`src/rtl/trs_io_bus_frontend.sv`:
```
// -----------------------------------------------------------------------------
// trs_io_bus_frontend
//
// Front-end between the raw, asynchronous TRS-80 Z80 I/O bus and the FPGA
// port-decode blocks (including the hires video block at ports 0x80-0x83).
//
// The block synchronises the raw bus and deglitches the IN/OUT strobes. Once a
// strobe has been accepted it latches the address and data, and it issues
// exactly one single-cycle io_access per bus cycle. An IN cycle to RD_PORT is
// stretched with TRS_WAIT until the hires block returns a byte, or until a
// timeout forces an 0xFF reply. The reply is then driven until the strobe
// releases.
//
// Ports:
//   clk              system clock
//   srst             asynchronous, active-high reset
//   TRS_A_async      raw bus address (9 bits)
//   TRS_D_async      raw bus write data (8 bits)
//   TRS_OUT_async_n  raw OUT strobe, active-low
//   TRS_IN_async_n   raw IN strobe, active-low
//   hires_dout       read data from the hires block
//   hires_dout_rdy   one-cycle pulse, hires_dout valid
//   TRS_A            latched address (frozen from ACC through HOLD)
//   TRS_D            latched write data (frozen from ACC through HOLD)
//   TRS_OUT          qualified OUT strobe, active-low
//   TRS_IN           qualified IN strobe, active-low
//   io_access        one-cycle access pulse
//   TRS_WAIT         high = stretch the Z80 cycle
//   trs_dout         data to the Z80 data-bus driver
//   trs_dout_oe      enable for the data-bus driver
//   rd_timeout       one-cycle pulse when a hires read times out
// -----------------------------------------------------------------------------
module trs_io_bus_frontend #(
  parameter int         SYNC_STAGES = 2,
  parameter int         FILTER      = 3,
  parameter int         TIMEOUT     = 64,
  parameter logic [8:0] RD_PORT     = 9'h082
) (
  input  logic       clk,
  input  logic       srst,
  input  logic [8:0] TRS_A_async,
  input  logic [7:0] TRS_D_async,
  input  logic       TRS_OUT_async_n,
  input  logic       TRS_IN_async_n,
  input  logic [7:0] hires_dout,
  input  logic       hires_dout_rdy,
  output logic [8:0] TRS_A,
  output logic [7:0] TRS_D,
  output logic       TRS_OUT,
  output logic       TRS_IN,
  output logic       io_access,
  output logic       TRS_WAIT,
  output logic [7:0] trs_dout,
  output logic       trs_dout_oe,
  output logic       rd_timeout
);

  localparam int FW = $clog2(FILTER + 1);
  localparam int TW = $clog2(TIMEOUT) + 1;

  typedef enum logic [2:0] {
    ST_IDLE   = 3'd0,
    ST_QUAL   = 3'd1,
    ST_ACC    = 3'd2,
    ST_RDWAIT = 3'd3,
    ST_HOLD   = 3'd4
  } state_t;

  // ---------------------------------------------------------------------------
  // Synchronisers. Index 0 is the newest sample and the top index is the synced
  // value. Strobe stages reset to 0 (asserted), so a strobe has to be seen high
  // for the full chain plus the filter before the FSM leaves HOLD.
  // ---------------------------------------------------------------------------
  logic [SYNC_STAGES-1:0][8:0] a_sync_q, a_sync_d;
  logic [SYNC_STAGES-1:0][7:0] d_sync_q, d_sync_d;
  logic [SYNC_STAGES-1:0]      out_n_sync_q, out_n_sync_d;
  logic [SYNC_STAGES-1:0]      in_n_sync_q, in_n_sync_d;

  logic [8:0] a_s;
  logic [7:0] d_s;
  logic       out_lo_s;
  logic       in_lo_s;
  logic       sel_lo_s;

  // Next value of each synchroniser chain: shift in the raw bus.
  always_comb begin
    a_sync_d     = {a_sync_q[SYNC_STAGES-2:0], TRS_A_async};
    d_sync_d     = {d_sync_q[SYNC_STAGES-2:0], TRS_D_async};
    out_n_sync_d = {out_n_sync_q[SYNC_STAGES-2:0], TRS_OUT_async_n};
    in_n_sync_d  = {in_n_sync_q[SYNC_STAGES-2:0], TRS_IN_async_n};
  end

  // Synchroniser flops.
  always_ff @(posedge clk or posedge srst) begin
    if (srst) begin
      a_sync_q     <= '0;
      d_sync_q     <= '0;
      out_n_sync_q <= '0;
      in_n_sync_q  <= '0;
    end else begin
      a_sync_q     <= a_sync_d;
      d_sync_q     <= d_sync_d;
      out_n_sync_q <= out_n_sync_d;
      in_n_sync_q  <= in_n_sync_d;
    end
  end

  // ---------------------------------------------------------------------------
  // Bus-cycle FSM and registered outputs
  // ---------------------------------------------------------------------------
  state_t        state_q, state_d;
  logic [FW-1:0] fcnt_q, fcnt_d;
  logic          sel_in_q, sel_in_d;
  logic [TW-1:0] tmo_q, tmo_d;
  logic [8:0]    ta_q, ta_d;
  logic [7:0]    td_q, td_d;
  logic          trs_out_q, trs_out_d;
  logic          trs_in_q, trs_in_d;
  logic          io_access_q, io_access_d;
  logic          wait_q, wait_d;
  logic [7:0]    dout_q, dout_d;
  logic          oe_q, oe_d;
  logic          rd_timeout_q, rd_timeout_d;

  // Synced bus views used by the FSM.
  always_comb begin
    a_s      = a_sync_q[SYNC_STAGES-1];
    d_s      = d_sync_q[SYNC_STAGES-1];
    out_lo_s = ~out_n_sync_q[SYNC_STAGES-1];
    in_lo_s  = ~in_n_sync_q[SYNC_STAGES-1];
    // The strobe being qualified is low and the other one is not.
    if (sel_in_q) begin
      sel_lo_s = in_lo_s & ~out_lo_s;
    end else begin
      sel_lo_s = out_lo_s & ~in_lo_s;
    end
  end

  // Next-state and next-output logic of the bus-cycle FSM.
  always_comb begin
    state_d      = state_q;
    fcnt_d       = fcnt_q;
    sel_in_d     = sel_in_q;
    tmo_d        = tmo_q;
    ta_d         = ta_q;
    td_d         = td_q;
    trs_out_d    = trs_out_q;
    trs_in_d     = trs_in_q;
    io_access_d  = 1'b0;
    wait_d       = wait_q;
    dout_d       = dout_q;
    oe_d         = oe_q;
    rd_timeout_d = 1'b0;

    case (state_q)
      ST_IDLE: begin
        ta_d = a_s;
        td_d = d_s;
        if (out_lo_s && in_lo_s) begin
          // Both strobes at once is not a legal Z80 cycle: wait it out.
          state_d = ST_HOLD;
          fcnt_d  = '0;
        end else if (out_lo_s || in_lo_s) begin
          state_d  = ST_QUAL;
          fcnt_d   = FW'(1);
          sel_in_d = in_lo_s;
        end else begin
          state_d = ST_IDLE;
          fcnt_d  = '0;
        end
      end

      ST_QUAL: begin
        ta_d = a_s;
        td_d = d_s;
        if (sel_lo_s) begin
          if (fcnt_q == FW'(FILTER)) begin
            // Accepted: this edge is the last address/data capture.
            state_d     = ST_ACC;
            fcnt_d      = '0;
            tmo_d       = '0;
            io_access_d = 1'b1;
            if (sel_in_q) begin
              trs_in_d = 1'b0;
              wait_d   = (a_s == RD_PORT);
            end else begin
              trs_out_d = 1'b0;
              wait_d    = 1'b0;
            end
          end else begin
            fcnt_d = fcnt_q + FW'(1);
          end
        end else begin
          state_d = ST_IDLE;
          fcnt_d  = '0;
        end
      end

      ST_ACC: begin
        fcnt_d = '0;
        tmo_d  = '0;
        if (sel_in_q && (ta_q == RD_PORT)) begin
          state_d = ST_RDWAIT;
        end else begin
          state_d = ST_HOLD;
        end
      end

      ST_RDWAIT: begin
        fcnt_d = '0;
        if (!in_lo_s) begin
          // Z80 dropped IN without waiting: release WAIT, never drive the bus.
          state_d = ST_HOLD;
          wait_d  = 1'b0;
        end else if (hires_dout_rdy) begin
          // Data beats the timeout when both land on the same cycle.
          state_d = ST_HOLD;
          wait_d  = 1'b0;
          dout_d  = hires_dout;
          oe_d    = 1'b1;
        end else if (tmo_q == TW'(TIMEOUT - 1)) begin
          state_d      = ST_HOLD;
          wait_d       = 1'b0;
          dout_d       = 8'hFF;
          oe_d         = 1'b1;
          rd_timeout_d = 1'b1;
        end else begin
          tmo_d = tmo_q + TW'(1);
        end
      end

      ST_HOLD: begin
        if (!out_lo_s && !in_lo_s) begin
          if (fcnt_q == FW'(FILTER - 1)) begin
            state_d   = ST_IDLE;
            fcnt_d    = '0;
            trs_out_d = 1'b1;
            trs_in_d  = 1'b1;
            oe_d      = 1'b0;
            dout_d    = 8'hFF;
            wait_d    = 1'b0;
          end else begin
            fcnt_d = fcnt_q + FW'(1);
          end
        end else begin
          fcnt_d = '0;
        end
      end

      default: begin
        // Unreachable encoding: park safely until the bus is quiet.
        state_d   = ST_HOLD;
        fcnt_d    = '0;
        wait_d    = 1'b0;
        oe_d      = 1'b0;
        dout_d    = 8'hFF;
        trs_out_d = 1'b1;
        trs_in_d  = 1'b1;
      end
    endcase
  end

  // FSM state and output registers.
  always_ff @(posedge clk or posedge srst) begin
    if (srst) begin
      state_q      <= ST_HOLD;
      fcnt_q       <= '0;
      sel_in_q     <= 1'b0;
      tmo_q        <= '0;
      ta_q         <= 9'h000;
      td_q         <= 8'h00;
      trs_out_q    <= 1'b1;
      trs_in_q     <= 1'b1;
      io_access_q  <= 1'b0;
      wait_q       <= 1'b0;
      dout_q       <= 8'hFF;
      oe_q         <= 1'b0;
      rd_timeout_q <= 1'b0;
    end else begin
      state_q      <= state_d;
      fcnt_q       <= fcnt_d;
      sel_in_q     <= sel_in_d;
      tmo_q        <= tmo_d;
      ta_q         <= ta_d;
      td_q         <= td_d;
      trs_out_q    <= trs_out_d;
      trs_in_q     <= trs_in_d;
      io_access_q  <= io_access_d;
      wait_q       <= wait_d;
      dout_q       <= dout_d;
      oe_q         <= oe_d;
      rd_timeout_q <= rd_timeout_d;
    end
  end

  assign TRS_A       = ta_q;
  assign TRS_D       = td_q;
  assign TRS_OUT     = trs_out_q;
  assign TRS_IN      = trs_in_q;
  assign io_access   = io_access_q;
  assign TRS_WAIT    = wait_q;
  assign trs_dout    = dout_q;
  assign trs_dout_oe = oe_q;
  assign rd_timeout  = rd_timeout_q;

endmodule
```
`config.mk`:
```
export PLATFORM = sky130hd
export DESIGN_NAME = trs_io_bus_frontend
export DESIGN_NICKNAME = d
export VERILOG_FILES = /design/src/rtl/trs_io_bus_frontend.sv
export SDC_FILE = /design/constraint.sdc
export NUM_CORES = 1
export LEC_CHECK = 0
export ABC_AREA = 1
export CORE_MARGIN = 3
export CORE_UTILIZATION = 50
export DETAILED_ROUTE_END_ITERATION = 8
export GPL_ROUTABILITY_DRIVEN = 1
export PLACE_DENSITY = 0.77
export SYNTH_ARGS = -nofsm -noshare
export SYNTH_HDL_FRONTEND = slang
export SYNTH_SLANG_ARGS = --single-unit
```
`constraint.sdc`:
```
create_clock -name clk -period 3.6 [get_ports clk]
set_input_delay 0.72 -clock clk [delete_from_list [all_inputs] [get_ports clk]]
set_output_delay 0.72 -clock clk [all_outputs]
set_load 0.01 [all_outputs]
```
==> run metrics <==
I/O pin count 61; number of antenna violations at the first check in global routing 0; placed cell area 0.00388 mm2; share of power burned in the clock network 20.2%; placer's final routability congestion estimate 0.851; first-pass GRT wire length 9940 um; clock transition time at the flip-flop clock pins of the worst setup and hold paths 0.09 ns; hold_buf cts 0; category of cells accounting for the largest share of critical-path delay flip-flops; vias in the first global route 2229; post-detailed-route DRC marker count 0; count of state elements after synthesis 82; Buffers on Ports 60; Placement Setup Slack 1.31 ns; initial detailed-routing violation count 156; CP Buf/Inv Count 1; GRT Resource Usage Total 17.2%; share of total power consumed by net switching 33.8%; proportion of power drawn by flip-flops and latches 44.2%; post-CTS resize count 0; maximum cell stage delay along the critical path 0.54 ns; worst slew margin relative to its limit 52.5%; final worst setup slack 1.47 ns; mapped cell area 0.00319 mm2; number of antenna repair diodes 0; Clock H-tree levels 3; CP cell instances clkdlybuf4s50_1; internal power component 1.92 mW; leak pwr 1.85 nW; result of the run finished clean; Layout Area Growth over Synthesis 27.1%; Final Cell Area 0.00406 mm2; most frequent cells in the layout sky130_fd_sc_hd__dfrtp_1 (71), sky130_fd_sc_hd__nand2_1 (62), sky130_fd_sc_hd__clkdlybuf4s50_1 (60), sky130_fd_sc_hd__inv_1 (20), sky130_fd_sc_hd__nor2_1 (15); initial standard-cell utilization of the core 52.6%; top cell type's share of synthesized area 55.7%; WL/cell 13.1 um; nets 392; Inst Count DP 417; Vias 2115; maxcap violations 0; Overflow after GRT 0; post-layout min period 2.13 ns; FMAX 469 MHz; synthesized netlist cell count 283; Yosys top cell by area sky130_fd_sc_hd__dfrtp_1; number of setup violations in the final report 0; worst path arrival time 1.41 ns; Area contributors post-synth sky130_fd_sc_hd__dfrtp_1 (56%), sky130_fd_sc_hd__dfstp_2 (9.1%), sky130_fd_sc_hd__nand2_1 (7.3%), sky130_fd_sc_hd__mux2_2 (3.9%), sky130_fd_sc_hd__ha_1 (3.5%); worst vdd ir 0.543 mV; pin slew with the least headroom to its limit 0.712 ns; number of detailed-routing iterations run before antenna repair 5; routed metal-1 wirelength 2530 um; max-slew violation count 0; non-filler cells in the finished layout 433; pin count of the biggest net entering global routing 46; unrepaired setup endpoints after global routing no; buffer cell driving the clock tree root sky130_fd_sc_hd__clkbuf_8; clock tree from TritonCTS yes; total number of yosys warnings 0; share of the clock period used by the worst path after layout 59.2%; worst min-delay path class reg2reg; wire length reported by the detailed router 5680 um; slowest cell on the critical path sky130_fd_sc_hd__dfstp_2; Routed met3 length 206 um; hpwl dp 4220 um; clock sink count 82; number of distinct standard cells referenced by the synthesized netlist 29; setup fix buffers added after clock tree synthesis 0; Avg Inst Size Synth 11.3 um2; maximum buffer depth of the clock tree 2; Die Wd 85.9 um; CP endpoint kind output pin; leading cell type in the layout, fill and taps excluded sky130_fd_sc_hd__dfrtp_1; Required @ worst endpoint 2.88 ns; met2 wirelength from detailed routing 2870 um; largest driver fanout on the critical path 2; net count of the mapped netlist 322; number of clock buffers inserted by TritonCTS 9; worst reg2reg setup slack 1.96 ns; fraction of layout cells with a size suffix above 1 19.8%; remaining antenna violation count 0; clock insertion delay at the later pin of the skew report 0.34 ns; Worst Setup Path Type reg2out; total number of placement rows 28; via count normalized by instance count 4.88; Die Span Y 85.9 um; power share of the combinational group 35.6%; endpoints failing hold 0; top layer in use met4; switching power total 0.979 mW; category of the worst setup path launch point flip-flop; power density normalized to cell area 715 mW/mm2; Filler Cell Count 465; setup TNS 0 ns; sequential area share after synthesis 64.8%; Setup Skew 0.0101 ns; DIE AREA 0.00737 mm2; Core Area 0.00606 mm2
power groups by stage:
stage               clock network [mW]  registers, mW  logic, mW
floorplan                            0           1.35      0.540
global placement                     0           1.30       1.01
detailed placement                   0           1.30       1.04
CTS                              0.598           1.29       1.05
global route                     0.643           1.32       1.13
finish                           0.585           1.28       1.03
state kept, by name, indices dropped and copies added, names as in the netlist:
register and flops:
TRS_A 9, a_s 9, a_sync_d 9, TRS_D 8, d_s 8, d_sync_d 8
trs_dout 8, tmo_q 7, state_q 3, fcnt_q 2, in_n_sync_q 2, out_n_sync_q 2
TRS_IN 1, TRS_OUT 1, TRS_WAIT 1, io_access 1, rd_timeout 1, sel_in_q 1
trs_dout_oe 1
cell usage after synthesis (all sizes together):
cell / number
buf: 3
mux2: 11
o211ai: 2
nor3: 11
nand4: 3
clkbuf: 1
nand3b: 2
xnor2: 1
dfrtp: 71
inv: 25
or2: 1
nor2: 18
a21oi: 2
o21ai: 24
nand3: 18
dfstp: 11
ha: 9
nand2: 69
clkinv: 1
metrics by stage:
stage / power, mW / utilization [%] / hold WS (ns)
after floorplan: 1.89 / - / 0.331
after global placement: 2.30 / 64.0 / 0.331
after global routing: 3.09 / 66.9 / 0.358
final: 2.90 / 66.9 / 0.351
after CTS: 2.93 / 66.9 / 0.354
after detailed placement: 2.35 / 64.0 / 0.335
kinds of logic after synthesis:
logic type | after synthesis | share of synthesized area [%]
and+or+nand+nor | 122 | 18.0
DFF | 82 | 64.8
buffers and inverters | 30 | 3.92
AOI/OAI and AO/OA | 28 | 5.61
muxes | 11 | 3.88
adders and majority gates | 9 | 3.53
xor gates and xnor gates | 1 | 0.275
final timing paths:
check,start,end,depth (start not counted)
min reg2reg,a_sync_d[15],a_s[6],0
min in group asynchronous,srst,a_s[6],2
max reg2reg,in_n_sync_q[1],tmo_q[4],9
max in group asynchronous,srst,d_s[0],3
max,trs_dout[6],trs_dout[6],1
min,a_sync_d[15],a_s[6],0
area by class of cell:
cell class                 count  area (um2)  area share (%)
multi-input combinational    171         998            24.6
sequential                    82        2070            50.9
inverter                      26        98.8            2.44
clock inverter                 7        51.3            1.27
clock buffer                   9         124            3.05
tap                           75        93.8            2.31
timing repair buffer          63         623            15.4
per-layer routing:
layer | up-vias | global-route usage, %
met5 | - | 0
met4 | 0 | 6.04
met3 | 8 | 4.61
met2 | 36 | 27.8
met1 | 1022 | 22.6
li1 | 1049 | -
No activity file was read; power rests on OpenSTA's default activity.
